### config.mk
export PLATFORM = sky130hd
export DESIGN_NAME = fetch_stage
export DESIGN_NICKNAME = d
export VERILOG_FILES = /design/src/rtl/fetch_stage.sv
export SDC_FILE = /design/constraint.sdc
export NUM_CORES = 1
export LEC_CHECK = 0
export ABC_CLOCK_PERIOD_IN_PS = 2500
export BUFFER_PORTS_ARGS = -buffer_cell sky130_fd_sc_hd__buf_2
export CAP_MARGIN = 20
export CORE_MARGIN = 3
export CORE_UTILIZATION = 27
export CTS_BUF_LIST = sky130_fd_sc_hd__clkbuf_4
export DETAILED_ROUTE_END_ITERATION = 12
export PLACE_DENSITY = 0.48
export SLEW_MARGIN = 20
export SYNTH_ARGS = -nofsm -noshare
export SYNTH_HDL_FRONTEND = slang
export SYNTH_SLANG_ARGS = --single-unit
export TNS_END_PERCENT = 50
### constraint.sdc
create_clock -name clk -period 2.5 [get_ports clk]
set_input_delay 0.5 -clock clk [delete_from_list [all_inputs] [get_ports clk]]
set_output_delay 0.5 -clock clk [all_outputs]
set_load 0.01 [all_outputs]
### src/rtl/fetch_stage.sv
// IF stage: owns the PC, issues one instruction-memory request at a time and
// loads the IF/ID register; EX redirects kill the in-flight fetch and flush IF/ID.
module fetch_stage #(
  parameter int                PC_W     = 9,
  parameter logic [PC_W-1:0]   RESET_PC = '0,
  parameter logic [31:0]       NOP      = 32'h0000_0013
) (
  input  logic            clk,
  input  logic            reset,
  input  logic            Stall,
  input  logic            PcSel,
  input  logic [31:0]     BrPC,
  output logic            imem_req_valid,
  output logic [PC_W-1:0] imem_req_addr,
  input  logic            imem_req_ready,
  input  logic            imem_rsp_valid,
  input  logic [31:0]     imem_rsp_data,
  output logic            IfId_Valid,
  output logic [PC_W-1:0] IfId_PC,
  output logic [31:0]     IfId_Instr
);

  typedef enum logic [1:0] {RST, REQ, WAIT, HOLD} state_t;

  state_t          state_q, state_d;
  logic [PC_W-1:0] pc_q, pc_d;
  logic            req_valid_q, req_valid_d;
  logic [PC_W-1:0] req_addr_q, req_addr_d;
  logic            kill_q, kill_d;
  logic            pend_q, pend_d;
  logic [PC_W-1:0] pend_pc_q, pend_pc_d;
  logic [31:0]     buf_q, buf_d;
  logic            ifid_valid_q, ifid_valid_d;
  logic [PC_W-1:0] ifid_pc_q, ifid_pc_d;
  logic [31:0]     ifid_instr_q, ifid_instr_d;

  logic            ifid_wr;
  logic [31:0]     wr_instr;
  logic [PC_W-1:0] br_pc;
  logic [PC_W-1:0] pc_inc;
  logic            unused_brpc;

  // Redirect targets are word aligned and truncated to the PC width.
  assign br_pc       = {BrPC[PC_W-1:2], 2'b00};
  assign pc_inc      = req_addr_q + PC_W'(4);
  assign unused_brpc = ^{BrPC[31:PC_W], BrPC[1:0]};

  always_comb begin
    state_d     = state_q;
    pc_d        = pc_q;
    req_valid_d = req_valid_q;
    req_addr_d  = req_addr_q;
    kill_d      = kill_q;
    pend_d      = pend_q;
    pend_pc_d   = pend_pc_q;
    buf_d       = buf_q;
    ifid_wr     = 1'b0;
    wr_instr    = imem_rsp_data;

    unique case (state_q)
      RST: begin
        state_d     = REQ;
        req_valid_d = 1'b1;
        req_addr_d  = pc_q;
      end
      REQ: begin
        if (imem_req_ready) begin
          state_d     = WAIT;
          req_valid_d = 1'b0;
          kill_d      = PcSel | pend_q;
          pend_d      = 1'b0;
          pc_d        = PcSel ? br_pc : (pend_q ? pend_pc_q : pc_inc);
        end else if (PcSel) begin
          // Address must stay stable until accepted; remember the redirect.
          pend_d    = 1'b1;
          pend_pc_d = br_pc;
        end
      end
      WAIT: begin
        if (imem_rsp_valid) begin
          if (kill_q || PcSel) begin
            kill_d      = 1'b0;
            state_d     = REQ;
            req_valid_d = 1'b1;
            req_addr_d  = PcSel ? br_pc : pc_q;
            if (PcSel) pc_d = br_pc;
          end else if (!Stall) begin
            ifid_wr     = 1'b1;
            state_d     = REQ;
            req_valid_d = 1'b1;
            req_addr_d  = pc_q;
          end else begin
            buf_d   = imem_rsp_data;
            state_d = HOLD;
          end
        end else if (PcSel) begin
          kill_d = 1'b1;
          pc_d   = br_pc;
        end
      end
      HOLD: begin
        if (PcSel) begin
          pc_d        = br_pc;
          state_d     = REQ;
          req_valid_d = 1'b1;
          req_addr_d  = br_pc;
        end else if (!Stall) begin
          ifid_wr     = 1'b1;
          wr_instr    = buf_q;
          state_d     = REQ;
          req_valid_d = 1'b1;
          req_addr_d  = pc_q;
        end
      end
      default: state_d = RST;
    endcase

    // IF/ID: redirect flushes, stall holds, otherwise a bubble unless written.
    ifid_valid_d = ifid_valid_q;
    ifid_pc_d    = ifid_pc_q;
    ifid_instr_d = ifid_instr_q;
    if (PcSel) begin
      ifid_valid_d = 1'b0;
    end else if (!Stall) begin
      if (ifid_wr) begin
        ifid_valid_d = 1'b1;
        ifid_pc_d    = req_addr_q;
        ifid_instr_d = wr_instr;
      end else begin
        ifid_valid_d = 1'b0;
      end
    end
  end

  always_ff @(posedge clk or negedge reset) begin
    if (!reset) begin
      state_q      <= RST;
      pc_q         <= RESET_PC;
      req_valid_q  <= 1'b0;
      req_addr_q   <= '0;
      kill_q       <= 1'b0;
      pend_q       <= 1'b0;
      ifid_valid_q <= 1'b0;
      ifid_pc_q    <= '0;
      ifid_instr_q <= NOP;
    end else begin
      state_q      <= state_d;
      pc_q         <= pc_d;
      req_valid_q  <= req_valid_d;
      req_addr_q   <= req_addr_d;
      kill_q       <= kill_d;
      pend_q       <= pend_d;
      ifid_valid_q <= ifid_valid_d;
      ifid_pc_q    <= ifid_pc_d;
      ifid_instr_q <= ifid_instr_d;
    end
  end

  // Pure data: only meaningful while pend_q is set or the FSM is in HOLD.
  always_ff @(posedge clk) begin
    pend_pc_q <= pend_pc_d;
    buf_q     <= buf_d;
  end

  assign imem_req_valid = req_valid_q;
  assign imem_req_addr  = req_addr_q;
  assign IfId_Valid     = ifid_valid_q;
  assign IfId_PC        = ifid_pc_q;
  assign IfId_Instr     = ifid_instr_q;

endmodule

# Word-level counts from Yosys, hierarchy flattened
# Index checks and enable logic that the tools add are counted.
dict set report word_totals {
  regBits 104
  input_bits 70
  output_inout_bits 52
  word_cells 81
}
dict set report op_classes {
  add_sub_neg 1
  eq_ne 9
  muxes 40
  bitwise 5
  reduce_logical 15
}
# operator count
set op_table {}
lappend op_table {{9-bit two-way mux} 10}
lappend op_table {{9-bit one-hot mux with 3 select lines} 2}
lappend op_table {{32-bit two-way mux} 1}
lappend op_table {{1-bit two-way mux} 17}
lappend op_table {{2-bit two-way mux} 6}
lappend op_table {{3-bit AND reduction} 4}
lappend op_table {{9-bit by 3-bit adder with 9-bit output (second input constant)} 1}
lappend op_table {{3-bit != test (second input constant)} 3}
lappend op_table {{2-bit one-hot mux with 4 select lines} 1}
lappend op_table {{4-bit AND reduction} 2}
lappend op_table {{2-bit AND reduction} 3}
lappend op_table {{3-bit nonzero test} 2}
lappend op_table {{2-bit == test (second input constant)} 2}
lappend op_table {{2-bit != test (second input constant)} 2}
lappend op_table {{1-bit NOT} 4}
lappend op_table {{1-bit one-hot mux with 2 select lines} 2}
lappend op_table {{1-bit one-hot mux with 4 select lines} 1}
lappend op_table {{2-bit nonzero test} 2}
lappend op_table {{2-bit by 1-bit == test with 1-bit output (second input constant)} 1}
lappend op_table {{2-bit zero test} 1}
lappend op_table {{2-bit by 1-bit != test with 1-bit output (second input constant)} 1}
lappend op_table {{1-bit logical OR} 1}
lappend op_table {{1-bit OR} 1}

# Logic depth before layout (Yosys ltp)
dict set report logic_depth {
  word_depth 7
  ltp_mapped 8
  depth_no_buf 6
}

# Worst setup path after synthesis
# OpenSTA, ideal clock, no wires.
dict set report synth_path {
  kind {in2reg}
  start {in PcSel}
  end {reg buf_q[0] (enable)}
  setup_time_ps 392
  t_arrival_ps 1772
  required_ps 2108
  slack_ps 336
  stages 3
  path_buffers 1
  cell_sequence {clkbuf_1 nor2b_1 and2_1}
}
dict set report synth_via {
  elab_chain_len 3
}
# item line_no
set synth_rtl {}
lappend synth_rtl {{start: declaration} 11} ;# input logic PcSel,
lappend synth_rtl {{1-bit logical OR} 81} ;# if (kill_q || PcSel) begin
lappend synth_rtl {{1-bit NOT (no source line)} --}
lappend synth_rtl {{4-bit AND reduction (no source line)} --}
lappend synth_rtl {{end signal: assignment} 162} ;# buf_q <= buf_d;
lappend synth_rtl {{end: declaration} 32} ;# logic [31:0] buf_q, buf_d;
# No other way between the ends.
# A chain may end at the register's enable or synchronous reset.

# Final worst setup path
dict set report layout_path {
  start {reg state_q[0]}
  end {reg pc_q[7]}
}
dict set report layout_via {
  elab_chain_len 3
  elab_cells_between_ends 8
  classes_between {eq/ne (5); mux (1); reduce/logical (2)}
}
# item line_no
set layout_rtl {}
lappend layout_rtl {{start: declaration} 25} ;# state_t state_q, state_d;
lappend layout_rtl {{start signal: assignment} 147} ;# state_q <= state_d;
lappend layout_rtl {{2-bit == test or 2-bit by 1-bit == test with 1-bit output (tied branches)} 60} ;# unique case (state_q)
lappend layout_rtl {{3-bit != test (no source line), or another cell as far along} --}
lappend layout_rtl {{3-bit AND reduction (no source line)} --}
lappend layout_rtl {{end signal: assignment} 148} ;# pc_q <= pc_d;
lappend layout_rtl {{end: declaration} 26} ;# logic [PC_W-1:0] pc_q, pc_d;
# Parallel ways exist; a longest one is shown, timed or not.

==> metrics.cfg <==
[run_status]
status = complete, no violations

[global_routing]
overflow = 0
antenna_found_initial = 0
grt_pass1_vias = 3251
track_usage_pct = 12.6
grt_first_pass_wirelength_um = 17900
grt_max_degree = 64

[synthesis]
synth_top_family_by_area = compound AO/OA/AOI/OAI gates
synthArstFlopShare_pct = 62.5
synth_most_common_cell = dfrtp_1
ys_seq_elements = 104
yosysWarnings = 0
synth_compound_gate_area_share_pct = 12.4
synth.area.mux_share_pct = 10.7
synth_flop_cell = dfrtp_1
synth_top_area_share_pct = 34.3
yosysTopAreaCell = dfrtp_1
synth.area.top_cells = dfrtp_1 (34%), edfxtp_1 (26%), mux2i_1 (8.0%), o21ai_0 (4.5%), nand2_1 (4.2%)
synth_xor_area_share_pct = 0.580
yosys.area_share.simple_pct = 10.1
synth_area_um2 = 4530
yosysSeqAreaShare_pct = 61.9
syn-mean-instance-area_um2 = 12.3
syn_inst = 367
yosys-top-cells-count = dfrtp_1 (62), nand2_1 (51), o21ai_0 (41)
synth_fp_nets = 442
yosysUniqueCellTypes = 50
synth_fa_ha_area_share_pct = 1.38
synth_edf_count = 39

[sta]
hold_violations = 0
timing.fmax_mhz = 453
timing.final.crit_share_pct = 88.3
fin_tns_setup_ps = 0
rsz0062_at_grt = no
max_slew_margin_pct = 58.0
hold_ws_ps = 20.8
worst_pin_slew_ps = 628
min_period_ps = 2210
skew_ps = 15.5
setup_viol = 0
slew_viol_final = 0

[detailed_routing]
drtIter0Drc = 125
antenna_left = 0
vias_per_cell = 4.67
vias = 3192
top_layer = met4
wl_met1_um = 5590
routed-wl-met3_um = 552
avgRoutedWirePerCell_um = 16.7
drc = 0
routed_wl_um = 11400
met2_length_um = 5150
first_pass_iters = 4

[placed_design]
portBuffers = 96
placed_area_um2 = 5290
hpwl_um = 7890
gp_congestion = 0.814

[critical_path]
cp_max_fo = 17
worst_r2r_startpoint = state_q[0]
crit_buf_inv = 1
slowest_stage = dfrtp_1
crit_cells = 6
path_cells = inv_1 -> ha_1 -> or2_2 -> or3_1 -> nor3b_1 -> a2111oi_2
ff2ff_setup_slack_ps = 290
worstRegToRegCells = 6
crit_family = simple AND/OR/NAND/NOR gates
required_ps = 2840
startpoint_type = register
criticalPathCategory = reg2reg
end_kind = register
timing.rr.end = pc_q[7]
slowest_delay_ps = 440
crit_arrival_ps = 2550

[cts]
cts_setup_buffers = 0
holdBufCountCts = 0
cts_tree = built
clock_latency_ps = 460
clockBufferDepth = 2
path_clk_slew_ps = 160
ctsHtreeMaxLevel = 3
clock-root-buffer = clkbuf_4
clkSinkCount = 104
cts_inserted_buffers = 9
cts_resized = 0

[floorplanning]
die_x_um = 136
core_region_area_um2 = 16200
die-area_um2 = 18400
io_pins = 122
row_count = 46
initial_core_util_pct = 28.0
die_y_um = 136

[final_layout]
drive_above_1_share_pct = 30.6
final_nets = 537
stdcell_area_um2 = 5450
fillers = 1656
num_antenna_cells = 0
syn_to_final_growth_pct = 20.3

[power]
p_leak_nw = 2.35
power_density_nw_per_um2 = 1050
ir_worst_vdd_mv = 0.392
finalPower_w = 0.00572

[hold_path]
hold_class = in2async

[job]
drv_cap = 0

state kept, by name (all words and copies together), names as in the netlist, 2 cells and up:
name	count
pend_pc_q	7
state_q	2
IfId_Instr	32
IfId_PC	9
buf_q	32
imem_req_addr	9
pc_q	9
cells by family (layout without fill, tap and decap cells):
logic type      count (synthesis)  in the layout
buf+inv                        27            127
fa+ha+maj                       5              5
compound gates                 87             87
mux                            47             47
simple gates                   94             94
flops                         104            104
xor+xnor                        3              3
power breakdown:
group,switching (W),internal [W],total (W)
clock network,0.000576,0.000432,0.00101
logic,0.00120,0.000933,0.00214
registers,0.000348,0.00223,0.00258
cell usage in the layout, fill, tap and decap left out, types with 3 or more instances in the layout:
cell type,instances
buf_2,96
dfrtp_1,62
nand2_1,51
o21ai_0,40
edfxtp_1,39
mux2i_1,36
a21oi_1,11
mux2_2,11
clkbuf_4,11
nor2_1,9
inv_1,6
nand2b_1,6
buf_4,6
a22oi_1,5
nor2b_1,4
o211ai_1,4
a221o_1,4
ha_1,4
dfstp_2,3
a22o_1,3
nand3_1,3
nand4b_1,3
o2bb2ai_1,3
a21boi_0,3
nor3_1,3
xnor2_1,3
buf_12,3
worst reg2reg max path, delay by kind of cell, from the launching register on:
kind / cells / cell delay, ps
compound gates: 1 / 80
simple gates: 3 / 1090
flops: 1 / 440
fa+ha+maj: 1 / 400
buf+inv: 1 / 90
layer usage:
layer  vias up  global-route usage [%]
met5         -                       0
met4         0                    4.20
met3        12                    3.34
met2        81                    19.2
met1      1577                    17.5
li1       1522                       -
cell type report:
type | count | area (um^2) | area share [%]
flip-flops and latches | 104 | 2800 | 51.4
repair buffers | 105 | 586 | 10.7
multi-input cells | 236 | 1610 | 29.5
inverters | 6 | 22.5 | 0.413
clock buffers | 11 | 82.6 | 1.52
clock inverters | 5 | 81.3 | 1.49
well taps | 216 | 270 | 4.96
through the flow:
stage                     cells  util (%)  worst slack, ps
after floorplan             367         -              336
after global placement      667      32.7              349
after detailed placement    667      32.7              315
after CTS                   683      33.7              265
after global routing        683      33.7              158
final                       683      33.7              292
worst max path at each step:
stage / start / end / slack (ps)
6_report: state_q[0] / pc_q[7] / 290
5_1_grt: state_q[0] / pc_q[5] / 160
4_1_cts: state_q[0] / pc_q[7] / 270
3_5_place_dp: state_q[0] / pc_q[7] / 310
3_3_place_gp: state_q[0] / pc_q[7] / 350
2_1_floorplan: PcSel / buf_q[0] / 340
Power figures use the tool's default switching activity.
